`src/rtl/instr_fetch_unit.sv`:
```
`timescale 1ns/1ps
// -----------------------------------------------------------------------------
// instr_fetch_unit
//
// Reads the program counter, issues a single-beat instruction memory read and
// presents the fetched word to decode over a valid/ready handshake. After every
// completed fetch it writes PC+PC_STEP back through the PC register's
// instruction write port. Decode redirects arrive as a flush pulse in the same
// cycle that decode writes the new PC.
//
// Ports
//   clk          system clock, rising edge
//   rst          asynchronous, active-high reset
//   start        level; enables continuous fetching
//   flush        decode redirect pulse
//   pc_rdata     current PC from the PC register
//   pc_wdata     PC write-back value
//   pc_wren      PC write-back strobe
//   mem_req      one-cycle read request
//   mem_addr     read address, stable from request until response consumed
//   mem_ack      read response valid
//   mem_rdata    read data, valid with mem_ack
//   instr_valid  fetched instruction available to decode
//   instr_data   fetched instruction word
//   instr_pc     address the instruction was fetched from
//   instr_ready  decode accepts the instruction
//   busy         high in any state other than IDLE or FAULT
//   fault        sticky memory-timeout flag
// -----------------------------------------------------------------------------
module instr_fetch_unit #(
   parameter logic [31:0] PC_STEP = 32'd4,
   parameter int unsigned TIMEOUT = 255   // legal range 1..65535
) (
   input  logic        clk,
   input  logic        rst,
   input  logic        start,
   input  logic        flush,
   input  logic [31:0] pc_rdata,
   output logic [31:0] pc_wdata,
   output logic        pc_wren,
   output logic        mem_req,
   output logic [31:0] mem_addr,
   input  logic        mem_ack,
   input  logic [31:0] mem_rdata,
   output logic        instr_valid,
   output logic [31:0] instr_data,
   output logic [31:0] instr_pc,
   input  logic        instr_ready,
   output logic        busy,
   output logic        fault
);

   localparam logic [2:0] S_IDLE  = 3'd0;
   localparam logic [2:0] S_REQ   = 3'd1;
   localparam logic [2:0] S_WAIT  = 3'd2;
   localparam logic [2:0] S_HOLD  = 3'd3;
   localparam logic [2:0] S_DRAIN = 3'd4;
   localparam logic [2:0] S_FAULT = 3'd5;

   // Last timer value before a missing ack is declared a fault: the timer is
   // 0 in the first WAIT cycle, so TIMEOUT waiting cycles end at TIMEOUT-1.
   localparam logic [15:0] TIMER_LAST = 16'(TIMEOUT - 1);

   logic [2:0]  state_q;
   logic [2:0]  state_d;
   logic [15:0] timer_q;
   logic [31:0] addr_q;
   logic [31:0] data_q;
   logic [31:0] wdata_q;
   logic        wren_q;
   logic        timed_out;

   assign timed_out = (timer_q == TIMER_LAST);

   // NOTE: state_d is given its current value before the case so that every
   // path assigns it; a missing default would infer a latch.
   always_comb begin
      state_d = state_q;
      case (state_q)
         S_IDLE:  if (start) state_d = S_REQ;
         // The request has already gone out, so a redirect here still has to
         // swallow the ack that will come back for it.
         S_REQ:   state_d = flush ? S_DRAIN : S_WAIT;
         S_WAIT: begin
            if (mem_ack)        state_d = flush ? S_REQ : S_HOLD;
            else if (timed_out) state_d = S_FAULT;
            else if (flush)     state_d = S_DRAIN;
         end
         S_HOLD:  if (flush || instr_ready) state_d = start ? S_REQ : S_IDLE;
         S_DRAIN: begin
            if (mem_ack)        state_d = start ? S_REQ : S_IDLE;
            else if (timed_out) state_d = S_FAULT;
         end
         S_FAULT: state_d = S_FAULT;
         default: state_d = S_IDLE;
      endcase
   end

   // NOTE: all state here uses non-blocking assignments so every register
   // samples pre-edge values regardless of statement order.
   always_ff @(posedge clk or posedge rst) begin
      if (rst) begin
         state_q <= S_IDLE;
         timer_q <= '0;
         addr_q  <= '0;
         data_q  <= '0;
         wdata_q <= '0;
         wren_q  <= 1'b0;
      end else begin
         state_q <= state_d;
         // The write-back strobe and its data live for exactly one cycle.
         wren_q  <= 1'b0;
         wdata_q <= '0;
         case (state_q)
            S_REQ: begin
               addr_q  <= pc_rdata;
               timer_q <= '0;
            end
            S_WAIT, S_DRAIN: begin
               if (!mem_ack) timer_q <= timer_q + 16'd1;
               if ((state_q == S_WAIT) && mem_ack && !flush) begin
                  data_q  <= mem_rdata;
                  wren_q  <= 1'b1;
                  wdata_q <= addr_q + PC_STEP;   // wraps modulo 2^32
               end
            end
            default: ;
         endcase
      end
   end

   // In REQ the address comes straight from the PC register so that a PC
   // written at the preceding edge (own write-back or decode redirect) is the
   // one fetched. Afterwards the latched copy holds it stable.
   always_comb begin
      mem_addr = '0;
      case (state_q)
         S_REQ:           mem_addr = pc_rdata;
         S_WAIT, S_DRAIN: mem_addr = addr_q;
         default:         mem_addr = '0;
      endcase
   end

   assign mem_req     = (state_q == S_REQ);
   assign instr_valid = (state_q == S_HOLD);
   assign instr_data  = instr_valid ? data_q : '0;
   assign instr_pc    = instr_valid ? addr_q : '0;
   assign pc_wdata    = wdata_q;
   // The PC register lets an instr write win over a decode write, so a
   // concurrent redirect must mask our write-back or the redirect is lost.
   assign pc_wren     = wren_q & ~flush;
   assign busy        = (state_q != S_IDLE) && (state_q != S_FAULT);
   assign fault       = (state_q == S_FAULT);

endmodule

```
`config.mk`:
```
export PLATFORM = sky130hd
export DESIGN_NAME = instr_fetch_unit
export DESIGN_NICKNAME = d
export VERILOG_FILES = /design/src/rtl/instr_fetch_unit.sv
export SDC_FILE = /design/constraint.sdc
export NUM_CORES = 1
export LEC_CHECK = 0
export ABC_AREA = 1
export CORE_MARGIN = 3
export CORE_UTILIZATION = 43
export DETAILED_ROUTE_END_ITERATION = 10
export GPL_ROUTABILITY_DRIVEN = 0
export PLACE_DENSITY = 0.76
export SLEW_MARGIN = 10
export SYNTH_ARGS = -nofsm -noshare
export SYNTH_HDL_FRONTEND = slang
export SYNTH_SLANG_ARGS = --single-unit
```
`constraint.sdc`:
```
create_clock -name clk -period 5.6 [get_ports clk]
set_input_delay 1.68 -clock clk [delete_from_list [all_inputs] [get_ports clk]]
set_output_delay 1.68 -clock clk [all_outputs]
set_load 0.02 [all_outputs]
```
-- Yosys cells after proc, flatten, opt, wreduce, memory -nomap -nowiden
Cells that the tools add are included.
Widths: inputs -> output; s select.
- multiplexer cells: 20
- reductions and logical operators: 12
- bitwise operators: 2
- add/subtract/negate cells: 2
- equal/unequal tests: 12
- operators by type and width (kind ; count):
    $mux 32 ; 4
    $pmux 32 s2 ; 1
    $add 32x3->32 const B ; 1
    $pmux 16 s2 ; 1
    $mux 3 ; 8
    $pmux 3 s6 ; 1
    $add 16x1->16 const B ; 1
    $eq 16x8->1 const B ; 1
    $mux 16 ; 1
    $eq 3x2->1 const B ; 2
    $eq 3x3->1 const B ; 2
    $ne 3x3->1 const B ; 2
    $ne 2x2->1 const B ; 2
    $ne 4x4->1 const B ; 1
    $reduce_and 2->1 ; 2
    $reduce_and 4->1 ; 1
    $eq 3x1->1 const B ; 1
    $logic_and 1x1->1 ; 3
    $logic_not 3->1 ; 1
    $mux 1 ; 3
    $reduce_bool 3->1 ; 1
    $mux 2 ; 1
    $ne 2x1->1 const B ; 1
    $reduce_bool 2->1 ; 1
    5 further kinds ; 5
- output and inout bits: 133
- word-level logic and storage cells: 54
- flip-flop bits (word level): 116
- input port bits: 70

-- Longest topological paths before layout
Gate-level depths: netlist (run 1).
- depth after elaboration: 5
- gate-level depth with buffers: 10
- mapped depth without buffers: 10

-- Worst setup path after synthesis (run 1)
Ideal clock, no wire load.
- kind: input to output
- from: input port pc_rdata[0]
- to: output port mem_addr[0]
- required time: 3.920 ns
- path buffers: 0
- stages: 2
- path slack: 1.837 ns
- data arrival time: 2.083 ns
- cells stage by stage: inv_1 o22ai_1
- longest elaborated chain between the ends: 1
- RTL lines (element ; line ; RTL):
    start: declaration ; 38 ; input logic [31:0] pc_rdata,
    $pmux 32 s2 ; 137 ; case (state_q)
    end: declaration ; 42 ; output logic [31:0] mem_addr,
Every way passes these cells.

-- Worst setup path after layout (run 1)
- from: input port pc_rdata[30]
- to: output port mem_addr[30]
Same word-level chain as after synthesis.

==> flow_metrics.py, run 1 <==
metrics = {
    "power_and_ir_drop": {
        "swShare_pct": 40.5,
        "power.total_w": 0.00429,
        "p_switching_w": 0.00174,
        "p_clk_share_pct": 26.4,
        "p_per_area_nw_per_um2": 481,
        "p_leak_nw": 4.10,
        "vdd_ir_drop_max_mv": 0.324,
        "p_int_w": 0.00255,
        "combinationalPowerShare_pct": 43.2,
        "p_seq_share_pct": 30.5,
    },
    "route": {
        "routed_wl_um": 18700,
        "drt_iter0_drc": 501,
        "drt_drc_violations_left": 0,
        "vias": 6210,
        "viasPerCell": 5.07,
        "antenna_left": 0,
        "wl_per_cell_um": 15.3,
        "first_pass_iters": 5,
    },
    "sta": {
        "setup_tns_ns": 0,
        "clock.fmax_mhz": 211,
        "slew_headroom_pct": 23.0,
        "skew_ns": 0.00547,
        "finalCritPeriodShare_pct": 84.6,
        "period_needed_ns": 4.74,
        "rsz0062_at_grt": "false",
        "finalHoldViolCount": 0,
        "max_slew.worst_pin.slew_ns": 1.16,
        "setup_viol": 0,
        "maxSlewViolCount": 0,
    },
    "worst_setup_path": {
        "cp.arrival_ns": 3.06,
        "crit_type": "in2out",
        "r2r_start": "state_q[0]",
        "endpoint": "mem_addr[30]",
        "startpoint": "pc_rdata[30]",
        "cp_max_fo": 2,
        "cp-start-kind": "input port",
        "cp-end-kind": "output pin",
        "rr_worst_depth": 8,
        "r2r_slack_ns": 3.17,
        "r2r-end": "pc_wdata[15]",
        "cp.required_ns": 3.92,
    },
    "place": {
        "dp_hpwl_um": 13500,
        "io_buffers": 202,
        "placed_cell_area_um2": 8310,
    },
    "die": {
        "dieHeight_um": 126,
        "dieArea_um2": 15800,
        "core_um2": 13900,
        "die_w_um": 126,
        "start_util_pct": 44.3,
        "io_pins": 203,
        "rows": 43,
    },
    "logic_synthesis": {
        "synth_top_family_by_area": "simple AND/OR/NAND/NOR gates",
        "synthXorXnorAreaFrac_pct": 1.28,
        "syn_inst": 839,
        "syn_area_per_cell_um2": 7.35,
        "synth_cell_types": 31,
        "synth-main-ff-cell": "dfrtp_1",
        "yosys.area_share.adder_pct": 0.609,
        "syn_nets": 912,
        "synth_top_area_share_pct": 47.1,
        "yosys.area.top_type": "dfrtp_1",
        "async_flop_share_pct": 100,
        "yosysWarningCount": 0,
        "synth_seq_area_share_pct": 47.1,
        "synthSimpleGateAreaFrac_pct": 28.9,
        "synth_compound_area_share_pct": 11.4,
        "yosys-mux-area-fraction_pct": 0,
        "ys_seq_elements": 116,
        "syn_area_um2": 6170,
        "synth_edf_count": 0,
        "ys_top_cells_by_area": "dfrtp_1 (47%), nand2_1 (11%), nor2_1 (9.1%)",
    },
    "cts": {
        "cts_made_buffers": 17,
        "postCtsSetupRepairBufs": 0,
        "clock_latency_ns": 0.41,
        "cts_resized": 0,
        "cts_tree": "done",
        "cts.clk_slew.worst_paths_ns": 0.05,
        "cts-htree-levels": 4,
        "clk_path_buf_depth": 2,
        "clkSinkCount": 116,
        "cts_root_buf": "clkbuf_16",
        "hold_buffers": 0,
    },
    "run_status": {
        "status": "complete, no violations",
    },
    "global_routing": {
        "grt_usage_pct": 23.9,
        "grt_max_degree": 80,
        "grt_pass1_vias": 5927,
        "antenna_found_initial": 0,
        "grt_pass1_wl_um": 30300,
        "gr-total-overflow": 0,
    },
    "finish": {
        "nNetsFinal": 1106,
        "final_core_util_pct": 64.1,
        "final_layout_size_suffix_gt1_share_pct": 6.50,
        "syn_to_final_growth_pct": 44.7,
        "design_area_um2": 8930,
        "n_antenna_cell": 0,
    },
    "worst_hold_path": {
        "hold_class": "reg2reg",
    },
    "job": {
        "max_cap_violations": 0,
    },
}
## cell usage in the layout, fill, tap and decap left out, drive strengths merged, types with 3 or more instances in the layout
master / count
clkdlybuf4s50: 202
nand2: 186
nor2: 156
inv: 134
dfrtp: 116
o21ai: 89
nand3: 30
o22ai: 28
nor3: 25
clkbuf: 22
nand4: 15
a21oi: 9
xor2: 9
clkinv: 7
buf: 5
bufinv: 4
ha: 3
## per-stage QoR
step | std cells | hold slack [ns] | setup slack [ns]
finish | 1226 | 0.481 | 0.861
global route | 1226 | 0.511 | 0.763
CTS | 1226 | 0.487 | 0.829
detailed placement | 1194 | 0.474 | 0.830
global placement | 1194 | 0.468 | 0.823
floorplan | 839 | 0.453 | 0.848
## cell families after synthesis
group | after synthesis
AND/OR/NAND/NOR | 413
flip-flops | 116
buffers and inverters | 167
adder cells (fa/ha/maj) | 3
XOR/XNOR | 9
AO/OA/AOI/OAI | 131
## worst max-delay path: stages
cell	delay [ns]
clkdlybuf4s50_1	0.46
nand2_1	0.08
o21ai_0	0.18
clkdlybuf4s50_1	0.67
## routing by layer
metal / share of wire (%) / wire length (um) / global-route usage, % / up-vias
met3: 7.6 / 1420 / 7.21 / 24
met4: 1.5 / 282 / 6.75 / 0
met1: 43 / 8070 / 31.8 / 2945
li1: - / - / - / 3018
met2: 48 / 8950 / 38.3 / 223
met5: 0 / 0 / 0 / -
## cells in the mapped netlist, types with 4 or more instances
cell type / instances
dfrtp_1: 116
o21ai_0: 85
o21ai_1: 4
clkbuf_1: 12
nor3_2: 6
nand3_1: 27
nand4_1: 15
a21oi_1: 9
nor2_4: 4
o22ai_1: 28
buf_2: 16
nand2_2: 7
inv_2: 6
nor2_1: 150
buf_4: 4
nor3_1: 18
xor2_1: 9
inv_1: 128
nand2_1: 177
## cell type report
class	count	area, um^2
inverter	135	509
timing repair buffer	207	2060
multi-input combinational	556	2610
sequential	116	2900
tap	180	225
clock inverter	10	154
clock buffer	22	464
fill	1242	5010
## flip-flops by register name (all words and copies together), names as in the netlist
name / flops
timer_q: 16
wren_q: 1
addr_q: 32
state_q: 3
pc_wdata: 32
data_q: 32
## how the worst min path moves through the flow
stage	startpoint	to	depth (start not counted)	slack [ns]
after CTS	addr_q[1]	addr_q[1]	2	0.49
after detailed placement	addr_q[1]	addr_q[1]	2	0.47
final	addr_q[1]	addr_q[1]	2	0.48
after floorplan	addr_q[0]	addr_q[0]	2	0.45
after global routing	addr_q[1]	addr_q[1]	2	0.51
after global placement	addr_q[1]	addr_q[1]	2	0.47
## power groups by stage
stage | registers (W) | logic (W) | clock network [W]
2_1_floorplan | 0.00126 | 0.00115 | 0
3_3_place_gp | 0.00130 | 0.00183 | 0
3_5_place_dp | 0.00132 | 0.00184 | 0
4_1_cts | 0.00130 | 0.00186 | 0.00115
5_1_grt | 0.00134 | 0.00205 | 0.00119
6_report | 0.00131 | 0.00185 | 0.00113
No activity file was read; power rests on OpenSTA's default activity.
==> run 2: changes to the inputs <==
--- a/config.mk
+++ b/config.mk
@@ -7,10 +7,10 @@
 export LEC_CHECK = 0
 export ABC_AREA = 1
 export CORE_MARGIN = 3
-export CORE_UTILIZATION = 43
+export CORE_UTILIZATION = 42
 export DETAILED_ROUTE_END_ITERATION = 10
 export GPL_ROUTABILITY_DRIVEN = 0
-export PLACE_DENSITY = 0.76
+export PLACE_DENSITY = 0.77
 export SLEW_MARGIN = 10
 export SYNTH_ARGS = -nofsm -noshare
 export SYNTH_HDL_FRONTEND = slang
==> constraint.sdc (replaced) <==
create_clock -name clk -period 3.9 [get_ports clk]
set_input_delay 1.17 -clock clk [delete_from_list [all_inputs] [get_ports clk]]
set_output_delay 1.17 -clock clk [all_outputs]
set_load 0.02 [all_outputs]
==> flow_metrics.py, run 2 (synthesis gave the netlist of run 1 again) <==
metrics = {
    "worst_setup_path": {
        "r2r_start": "state_q[0]",
        "cp_top_family": "buffers and inverters",
        "cp-end-kind": "output pin",
        "path_cells": "clkdlybuf4s50_1, inv_1, o22ai_1, clkdlybuf4s50_1",
        "cp-start-kind": "input port",
        "cp.required_ns": 2.73,
        "cp_max_fo": 2,
        "crit_type": "in2out",
        "critical_path.max_stage_delay_ns": 0.65,
        "worst-path-buf-inv": 3,
        "crit_slowest_cell": "clkdlybuf4s50_1",
        "path_common_cell": "clkdlybuf4s50_1",
        "startpoint": "pc_rdata[26]",
        "cp.arrival_ns": 2.57,
    },
    "finish": {
        "final_cell_mix": "clkdlybuf4s50_1 (202), nand2_1 (176), nor2_1 (150)",
        "syn_to_final_growth_pct": 43.9,
        "mostFrequentLayoutCell": "clkdlybuf4s50_1",
        "final_layout_size_suffix_gt1_share_pct": 6.59,
        "fin_cells": 1227,
        "nNetsFinal": 1110,
        "num-fill-cells": 1232,
        "n_antenna_cell": 0,
    },
    "power_and_ir_drop": {
        "p_leak_nw": 4.07,
        "p_per_area_nw_per_um2": 666,
        "vdd_ir_drop_max_mv": 0.371,
    },
    "route": {
        "drt_drc_violations_left": 0,
        "vias": 6151,
        "wl_per_cell_um": 15.0,
        "routed_wl_um": 18500,
        "antenna_left": 0,
        "viasPerCell": 5.01,
        "drt_iter0_drc": 483,
        "first_pass_iters": 5,
    },
    "die": {
        "dieArea_um2": 16200,
        "start_util_pct": 43.8,
        "dieHeight_um": 127,
        "core_um2": 14100,
        "io_pins": 203,
        "rows": 43,
        "die_w_um": 127,
    },
    "sta": {
        "finalCritPeriodShare_pct": 95.8,
        "period_needed_ns": 3.74,
        "maxSlewViolCount": 0,
        "layout_setup_ws_ns": 0.164,
        "rsz0062_at_grt": "false",
        "finalHoldViolCount": 0,
        "max_slew.worst_pin.slew_ns": 1.18,
        "timing.hold.ws_ns": 0.506,
        "setup_tns_ns": 0,
        "skew_ns": 0.00594,
        "slew_headroom_pct": 21.2,
        "setup_viol": 0,
        "clock.fmax_mhz": 268,
    },
    "cts": {
        "cts_made_buffers": 17,
        "cts-htree-levels": 4,
        "cts_root_buf": "clkbuf_16",
        "postCtsSetupRepairBufs": 0,
        "cts_tree": "done",
        "clk_path_buf_depth": 2,
        "clkSinkCount": 116,
        "cts.clk_slew.worst_paths_ns": 0.05,
        "clock_latency_ns": 0.41,
    },
    "global_routing": {
        "grt_max_degree": 80,
        "grt_pass1_wl_um": 29800,
        "grt_usage_pct": 23.2,
        "gr-total-overflow": 0,
        "antenna_found_initial": 0,
        "grt_pass1_vias": 5804,
    },
    "place": {
        "placed_cells_incl_taps": 1198,
        "io_buffers": 202,
        "dp_hpwl_um": 13500,
        "pre_cts_ws_ns": 0.135,
    },
    "run_status": {
        "status": "complete, no violations",
    },
    "worst_hold_path": {
        "hold_class": "reg2reg",
        "hold_start": "addr_q[0]",
    },
    "job": {
        "max_cap_violations": 0,
    },
}
-- run 2: cell types whose count changed in the layout (fill, tap and decap cells not counted), sizes merged --
cell,before,now
bufinv,4,0
buf,5,9
clkbuf,22,24
inv,134,133
clkinvlp,0,2
clkinv,7,5
-- run 2: tightest hold or removal path, stage by stage (launching register included) --
cell and delay [ns]:
dfrtp_1 0.35, nand2_1 0.05, o21ai_0 0.07
-- run 2: worst paths after layout --
path                                end  slack [ns]  cells past startpoint
setup / recovery           mem_addr[26]        0.16                      4
hold reg to reg               addr_q[0]        0.51                      2
max in group asynchronous   timer_q[12]        2.03                      3
min in group asynchronous    data_q[14]        1.17                      2
setup reg to reg            pc_wdata[9]        1.65                      7
hold / removal                addr_q[0]        0.51                      2
-- run 2: layer usage --
metal	up-vias	global-route usage [%]	wire [um]
met2	228	36.4	8480
met3	38	6.52	1540
met1	2850	31.1	8030
met4	0	8.33	405
li1	3035	-	-
met5	-	0	0
-- run 2: power by group --
group          switching (W)  internal, W
Combinational        0.00167     0.000999
Sequential          0.000298      0.00158
Clock               0.000506     0.000861
Total                0.00247      0.00344
-- run 2: final cells by class --
| class | count | area [um^2] | area share (%) |
|---|---|---|---|
| tap | 180 | 225 | 2.54 |
| inverter | 135 | 513 | 5.78 |
| clock buffer | 24 | 492 | 5.54 |
| multi-input combinational | 556 | 2610 | 29.4 |
| sequential | 116 | 2900 | 32.7 |
| timing repair buffer | 211 | 2100 | 23.7 |
| clock inverter | 5 | 27.5 | 0.310 |
-- run 2: per-stage QoR --
step | instance area [um^2] | total power [W] | utilization (%)
after CTS | 8870 | 0.00594 | 62.9
after detailed placement | 8350 | 0.00455 | 59.2
after global placement | 8350 | 0.00449 | 59.2
after global routing | 8870 | 0.00632 | 63.0
after floorplan | 6170 | 0.00346 | -
final | 8870 | 0.00591 | 63.0
-- run 2: what timing repair did --
action                                  CTS  global route
hold buffers                              0             0
resized for setup                         1             2
cloned                                    0             0
endpoints found under the setup margin    1             8
